$ cat src/rtl/akuma_pkg.sv
// Shared definitions for the Akuma character controller and the sprite selector
// downstream of it: screen geometry, action states and sprite codes.
package akuma_pkg;

  localparam int SCREEN_W = 640;
  localparam int SCREEN_H = 480;

  // Internal signed width for position/velocity arithmetic (10-bit coords + sign + headroom)
  localparam int PW = 12;

  // State encodings are identical to the sprite codes, so the state register drives sprite directly
  typedef enum logic [2:0] {
    ST_STAND  = 3'd0,
    ST_PUNCH  = 3'd1,
    ST_JUMP   = 3'd2,
    ST_CROUCH = 3'd3,
    ST_WALK_L = 3'd4,
    ST_WALK_R = 3'd5,
    ST_DEATH  = 3'd6,
    ST_JATK   = 3'd7
  } akuma_state_t;

  localparam logic [2:0] SPR_STAND  = 3'd0;
  localparam logic [2:0] SPR_PUNCH  = 3'd1;
  localparam logic [2:0] SPR_JUMP   = 3'd2;
  localparam logic [2:0] SPR_CROUCH = 3'd3;
  localparam logic [2:0] SPR_WALK_L = 3'd4;
  localparam logic [2:0] SPR_WALK_R = 3'd5;
  localparam logic [2:0] SPR_DEATH  = 3'd6;
  localparam logic [2:0] SPR_JATK   = 3'd7;

  // Horizontal displacement for a drift of -1/0/+1 steps
  function automatic logic signed [PW-1:0] drift_dx(input logic signed [1:0] drift,
                                                    input int step);
    logic signed [PW-1:0] dx;
    dx = '0;
    if (drift == 2'sb01)      dx = PW'(step);
    else if (drift == 2'sb11) dx = PW'(-step);
    return dx;
  endfunction

endpackage

$ cat src/rtl/akuma_physics.sv
// Combinational motion step: signed X/Y/vy update, landing detection and
// saturation of X to the legal screen range.
module akuma_physics
  import akuma_pkg::*;
#(
  parameter int X_MIN    = 0,
  parameter int X_MAX    = 560,
  parameter int GROUND_Y = 300,
  parameter int GRAVITY  = 1
) (
  input  logic [9:0]           x,
  input  logic signed [PW-1:0] dx,
  input  logic [9:0]           y,
  input  logic signed [PW-1:0] vy,
  output logic [9:0]           x_next,
  output logic [9:0]           y_next,
  output logic signed [PW-1:0] vy_next,
  output logic                 landed
);

  localparam logic signed [PW-1:0] X_MIN_S  = PW'(X_MIN);
  localparam logic signed [PW-1:0] X_MAX_S  = PW'(X_MAX);
  localparam logic signed [PW-1:0] GROUND_S = PW'(GROUND_Y);
  localparam logic signed [PW-1:0] GRAV_S   = PW'(GRAVITY);

  logic signed [PW-1:0] x_sum;
  logic signed [PW-1:0] y_sum;

  // NOTE: every output gets a value on every path through this block, so no latches are inferred.
  always_comb begin
    x_sum = $signed({2'b00, x}) + dx;
    if (x_sum < X_MIN_S)      x_next = X_MIN_S[9:0];
    else if (x_sum > X_MAX_S) x_next = X_MAX_S[9:0];
    else                      x_next = x_sum[9:0];

    y_sum   = $signed({2'b00, y}) + vy;
    vy_next = vy + GRAV_S;
    // Only a falling (or apex) body can land; a rising one is still leaving the ground
    landed  = (y_sum >= GROUND_S) && !vy[PW-1];
    if (landed)              y_next = GROUND_S[9:0];
    else if (y_sum[PW-1])    y_next = '0;
    else                     y_next = y_sum[9:0];
  end

endmodule

$ cat src/rtl/akuma_motion.sv
// Frame-rate action FSM for Akuma: samples control levels on frame_tick and
// holds registered position/sprite outputs stable for the whole frame.
module akuma_motion
  import akuma_pkg::*;
#(
  parameter int X_START      = 320,
  parameter int X_MIN        = 0,
  parameter int X_MAX        = 560,
  parameter int GROUND_Y     = 300,
  parameter int WALK_STEP    = 2,
  parameter int JUMP_VEL     = 12,
  parameter int GRAVITY      = 1,
  parameter int PUNCH_FRAMES = 8
) (
  input  logic       Clk,
  input  logic       Reset_n,
  input  logic       frame_tick,
  input  logic       key_left,
  input  logic       key_right,
  input  logic       key_up,
  input  logic       key_down,
  input  logic       key_punch,
  input  logic       hp_zero,
  output logic [9:0] AkumaX,
  output logic [9:0] AkumaY,
  output logic [2:0] sprite,
  output logic       airborne
);

  localparam int CW = (PUNCH_FRAMES > 1) ? $clog2(PUNCH_FRAMES) : 1;
  localparam logic [CW-1:0]        PUNCH_LOAD = CW'(PUNCH_FRAMES - 1);
  localparam logic signed [PW-1:0] STEP_S     = PW'(WALK_STEP);
  localparam logic signed [PW-1:0] JUMP_VY    = PW'(-JUMP_VEL);

  akuma_state_t         state_q, state_d, g_state;
  logic [9:0]           x_q, x_d, y_q, y_d;
  logic signed [PW-1:0] vy_q, vy_d;
  logic signed [1:0]    drift_q, drift_d, key_drift;
  logic [CW-1:0]        cnt_q, cnt_d;
  logic                 air_q, air_d;

  logic signed [PW-1:0] phys_dx, phys_vy, pvy;
  logic [9:0]           px, py;
  logic                 landed;

  // Ground-state decision, strongest key first; hp_zero is handled by the main FSM
  always_comb begin
    key_drift = 2'sb00;
    if (key_left && !key_right)      key_drift = 2'sb11;
    else if (key_right && !key_left) key_drift = 2'sb01;

    if (key_up)                      g_state = ST_JUMP;
    else if (key_punch)              g_state = ST_PUNCH;
    else if (key_down)               g_state = ST_CROUCH;
    else if (key_drift == 2'sb11)    g_state = ST_WALK_L;
    else if (key_drift == 2'sb01)    g_state = ST_WALK_R;
    else                             g_state = ST_STAND;
  end

  // Airborne bodies keep their stored drift/velocity; on the ground the pending decision selects the step
  always_comb begin
    phys_dx = '0;
    phys_vy = vy_q;
    if (air_q) begin
      phys_dx = drift_dx(drift_q, WALK_STEP);
    end else begin
      case (g_state)
        ST_JUMP: begin
          phys_dx = drift_dx(key_drift, WALK_STEP);
          phys_vy = JUMP_VY;
        end
        ST_WALK_L: phys_dx = -STEP_S;
        ST_WALK_R: phys_dx = STEP_S;
        default:   phys_dx = '0;
      endcase
    end
  end

  akuma_physics #(
    .X_MIN    (X_MIN),
    .X_MAX    (X_MAX),
    .GROUND_Y (GROUND_Y),
    .GRAVITY  (GRAVITY)
  ) u_physics (
    .x       (x_q),
    .dx      (phys_dx),
    .y       (y_q),
    .vy      (phys_vy),
    .x_next  (px),
    .y_next  (py),
    .vy_next (pvy),
    .landed  (landed)
  );

  always_comb begin
    state_d = state_q;
    x_d     = x_q;
    y_d     = y_q;
    vy_d    = vy_q;
    drift_d = drift_q;
    cnt_d   = cnt_q;
    air_d   = air_q;

    if (air_q) begin
      // Ballistic motion continues through death; only punch may change the airborne action
      x_d  = px;
      y_d  = py;
      vy_d = pvy;
      if (landed) begin
        air_d   = 1'b0;
        vy_d    = '0;
        drift_d = 2'sb00;
        state_d = (hp_zero || state_q == ST_DEATH) ? ST_DEATH : ST_STAND;
      end else if (hp_zero || state_q == ST_DEATH) begin
        state_d = ST_DEATH;
      end else if (key_punch || state_q == ST_JATK) begin
        state_d = ST_JATK;
      end
    end else if (state_q == ST_DEATH) begin
      state_d = ST_DEATH;
    end else if (hp_zero) begin
      state_d = ST_DEATH;
    end else if (state_q == ST_PUNCH && cnt_q != '0) begin
      cnt_d = cnt_q - CW'(1);
    end else begin
      state_d = g_state;
      x_d     = px;
      if (g_state == ST_JUMP) begin
        y_d     = py;
        vy_d    = pvy;
        drift_d = key_drift;
        air_d   = 1'b1;
      end
      if (g_state == ST_PUNCH) cnt_d = PUNCH_LOAD;
    end
  end

  // NOTE: sequential state uses non-blocking assignments so every register samples pre-edge values.
  always_ff @(posedge Clk or negedge Reset_n) begin
    if (!Reset_n) begin
      state_q <= ST_STAND;
      x_q     <= 10'(X_START);
      y_q     <= 10'(GROUND_Y);
      vy_q    <= '0;
      drift_q <= 2'sb00;
      cnt_q   <= '0;
      air_q   <= 1'b0;
    end else if (frame_tick) begin
      state_q <= state_d;
      x_q     <= x_d;
      y_q     <= y_d;
      vy_q    <= vy_d;
      drift_q <= drift_d;
      cnt_q   <= cnt_d;
      air_q   <= air_d;
    end
  end

  assign AkumaX   = x_q;
  assign AkumaY   = y_q;
  assign sprite   = state_q;
  assign airborne = air_q;

endmodule

$ cat config.mk
export PLATFORM = sky130hd
export DESIGN_NAME = akuma_motion
export DESIGN_NICKNAME = d
export VERILOG_FILES = /design/src/rtl/akuma_pkg.sv /design/src/rtl/akuma_physics.sv /design/src/rtl/akuma_motion.sv
export SDC_FILE = /design/constraint.sdc
export NUM_CORES = 1
export LEC_CHECK = 0
export ABC_AREA = 1
export BUFFER_PORTS_ARGS = -buffer_cell sky130_fd_sc_hd__clkbuf_2
export CORE_ASPECT_RATIO = 1.5
export CORE_MARGIN = 3
export CORE_UTILIZATION = 45
export CTS_BUF_LIST = sky130_fd_sc_hd__clkbuf_4
export DETAILED_ROUTE_END_ITERATION = 8
export PLACE_DENSITY = 0.64
export SYNTH_ARGS = -nofsm -noshare
export SYNTH_HDL_FRONTEND = slang
export SYNTH_SLANG_ARGS = --single-unit
$ cat constraint.sdc
create_clock -name Clk -period 4.5 [get_ports Clk]
set_input_delay 0.225 -clock Clk [delete_from_list [all_inputs] [get_ports Clk]]
set_output_delay 0.225 -clock Clk [all_outputs]
set_load 0.01 [all_outputs]
==> out/metrics.cfg <==
[global_routing]
grtUsageTotal_pct = 20.25
grt-ovfl-total = 0
antenna_found_initial = 1
grt_max_degree = 41
grt_pass1_vias = 2811
grt_pass1_wl_um = 12770

[yosys]
synth_enable_flop_cells = 0
yosys_warnings = 0
ys_seq_area_share_pct = 31.39
ys_types = 44
synth_top_cell_area_share_pct = 26.48
synthCells = 437
synth-seq-cells = 40
ys_top_cells_by_count = nand2_1, inv_1, dfrtp_1
synth_nets = 474
synth.area.top_cells = dfrtp_1, nand2_1, ha_1
netlist_area_um2 = 3213
synth-main-ff-cell = dfrtp_1
async_reset_ff_share_pct = 100.0
synth_most_common_cell = nand2_1
synth_top_cell_by_area = dfrtp_1
syn_avg_cell_area_um2 = 7.353

[run_status]
status = finished clean

[cells_and_area]
final_nets = 507
multi_input_comb_area_um2 = 1917
final-seq-area_um2 = 1008
n_fill_cell = 699
area_delta_synth_final_pct = 8.839
drive_above_1_share_pct = 17.41

[timing]
rsz0062_at_grt = false
max_freq_mhz = 284.1
skew_ns = 0.01219
finalCritPeriodShare_pct = 78.22
drv_slew = 0
finalSetupViolCount = 0
tns_ns = 0
holdWs_ns = 0.01907
relSlewSlack_pct = 29.77
hold_viol = 0
finalCriticalPeriod_ns = 3.520
tightest_slew_ns = 1.053

[detailed_routing]
postRouteAntennaNets = 0
vias_per_cell = 5.136
drc = 0
vias = 2825
wirelength_um = 7422
drt-pass1-iter-count = 4
drt_iter0_drc = 117
wl_per_cell_um = 13.49

[floorplan]
dieArea_um2 = 8211
ioPinCount = 33
die_h_um = 109.5
start_util_pct = 46.58
dieWidth_um = 75.00
fp-row-count = 37
design.core.area_um2 = 6898

[clock_tree]
post_cts_buffers = 0
htreeDepth = 2
cts_resized = 0
clk_pin_slew_ns = 0.14
cts_root_buffer = clkbuf_4
cts_tree = yes
cts.sinks = 40
numCtsBuffers = 5
clk_latency_ns = 0.37
cts_hold_buf = 0
clockBufferDepth = 2

[critical_path]
crit_arrival_ns = 3.80
crit_fanout = 12
criticalPathCategory = reg2reg
worst_r2r_path_depth = 20
startpoint = airborne
cp.required_ns = 4.78
setup.worst_path.start_class = register
r2r-start = airborne
cp-end-kind = register

[pwr]
peakVddDrop_mv = 0.3310
p_total_mw = 2.382
total_leakage_power_nw = 1.935
powerDensity_nw_per_um2 = 681.3

[placed_design]
dp_hpwl_um = 5826
place_congestion = 0.8718
io_buffers = 31

[min_path]
holdCritPathClass = in2async

[run]
drv_cap = 0

-- where the power goes --
part	internal (mW)	total (mW)	switching (mW)
Sequential	0.522	0.641	0.119
Clock	0.0615	0.200	0.138
Combinational	0.558	1.54	0.984
Total	1.14	2.38	1.24
-- flip-flops by register name, summed over array words and instances, names as in the netlist --
name,cells
cnt_q,3
vy_q,12
sprite,3
drift_q,2
AkumaX,9
airborne,1
AkumaY,10
-- routing by layer --
metal  routed length [um]  track usage, %
met5                    0               0
met4                  146           7.125
met3                  187           2.836
met2                 4049           37.78
met1                 3038           22.63
-- worst paths after layout --
check | to | slack [ns]
min | sprite[1] | 0.02
max reg2reg | AkumaX[5] | 0.98
max | AkumaX[5] | 0.98
max in group asynchronous | vy_q[10] | 3.84
min in group Clk | airborne | 0.06
min reg2reg | AkumaX[6] | 0.50
-- per-stage QoR --
stage	util [%]	setup WS (ns)	instance area, um^2	instances
6_report	50.70	0.9801	3497	550
5_1_grt	50.70	0.4944	3497	550
4_1_cts	50.66	0.9677	3495	549
3_5_place_dp	49.77	1.004	3433	541
3_3_place_gp	49.77	1.102	3433	541
2_1_floorplan	-	1.646	3213	437
-- kinds of logic after synthesis --
family | share of synthesized area [%]
flops | 31.39
mux | 0.3115
other cells | 0.1167
xor+xnor | 6.036
compound gates | 11.41
buf+inv | 8.956
simple gates | 30.41
fa+ha+maj | 11.37
-- area by class of cell --
class,instances,area share (%)
Multi-Input combinational cell,325,54.81
Sequential cell,40,28.84
Inverter,67,7.299
Timing Repair Buffer,31,4.437
Tap cell,78,2.791
Clock buffer,5,1.073
Clock inverter,3,0.6798
Antenna cell,1,0.07156
-- placed cells by master, fill, tap and decap left out, types with 2 or more instances in the layout --
cell        netlist  routed
a21oi_1          18      18
a22oi_1           2       2
clkbuf_2          0      31
clkbuf_4          0       5
clkinvlp_4        0       2
dfrtp_1          34      34
dfstp_2           6       6
fa_1              2       2
ha_1             26      26
inv_1            59      59
inv_2             6       6
nand2_1         135     135
nand2_2           7       7
nand2_4           2       2
nand3_1          26      26
nand3_2           2       2
nand3b_1          4       4
nand4_1           7       7
nor2_1           26      26
nor2_2            2       2
nor3_1            3       3
nor3_2            3       3
o21a_1            2       2
o21ai_0           8       8
o21ai_1           8       8
o21ai_2           4       4
o21bai_1          3       3
o22ai_2           5       5
xnor2_1           5       5
xor2_1           14      14
-- worst max-delay path, stage by stage (launching register included) --
cell and delay (ns):
dfrtp_1 0.58, inv_2 0.13, nand2_4 0.12, inv_4 0.07, nand2_1 0.07, nand2_1 0.05
a31oi_1 0.30, inv_1 0.27, ha_1 0.42, nand2_1 0.10, nor3_1 0.13, nand2_1 0.09
nand3_1 0.11, a21oi_1 0.10, or2_1 0.24, mux2i_1 0.22, nand2_1 0.11, nand2_1 0.09
nand2_1 0.06, nand2_1 0.10, nand2_1 0.06
Note: power is estimated with default switching activity, not from simulation.
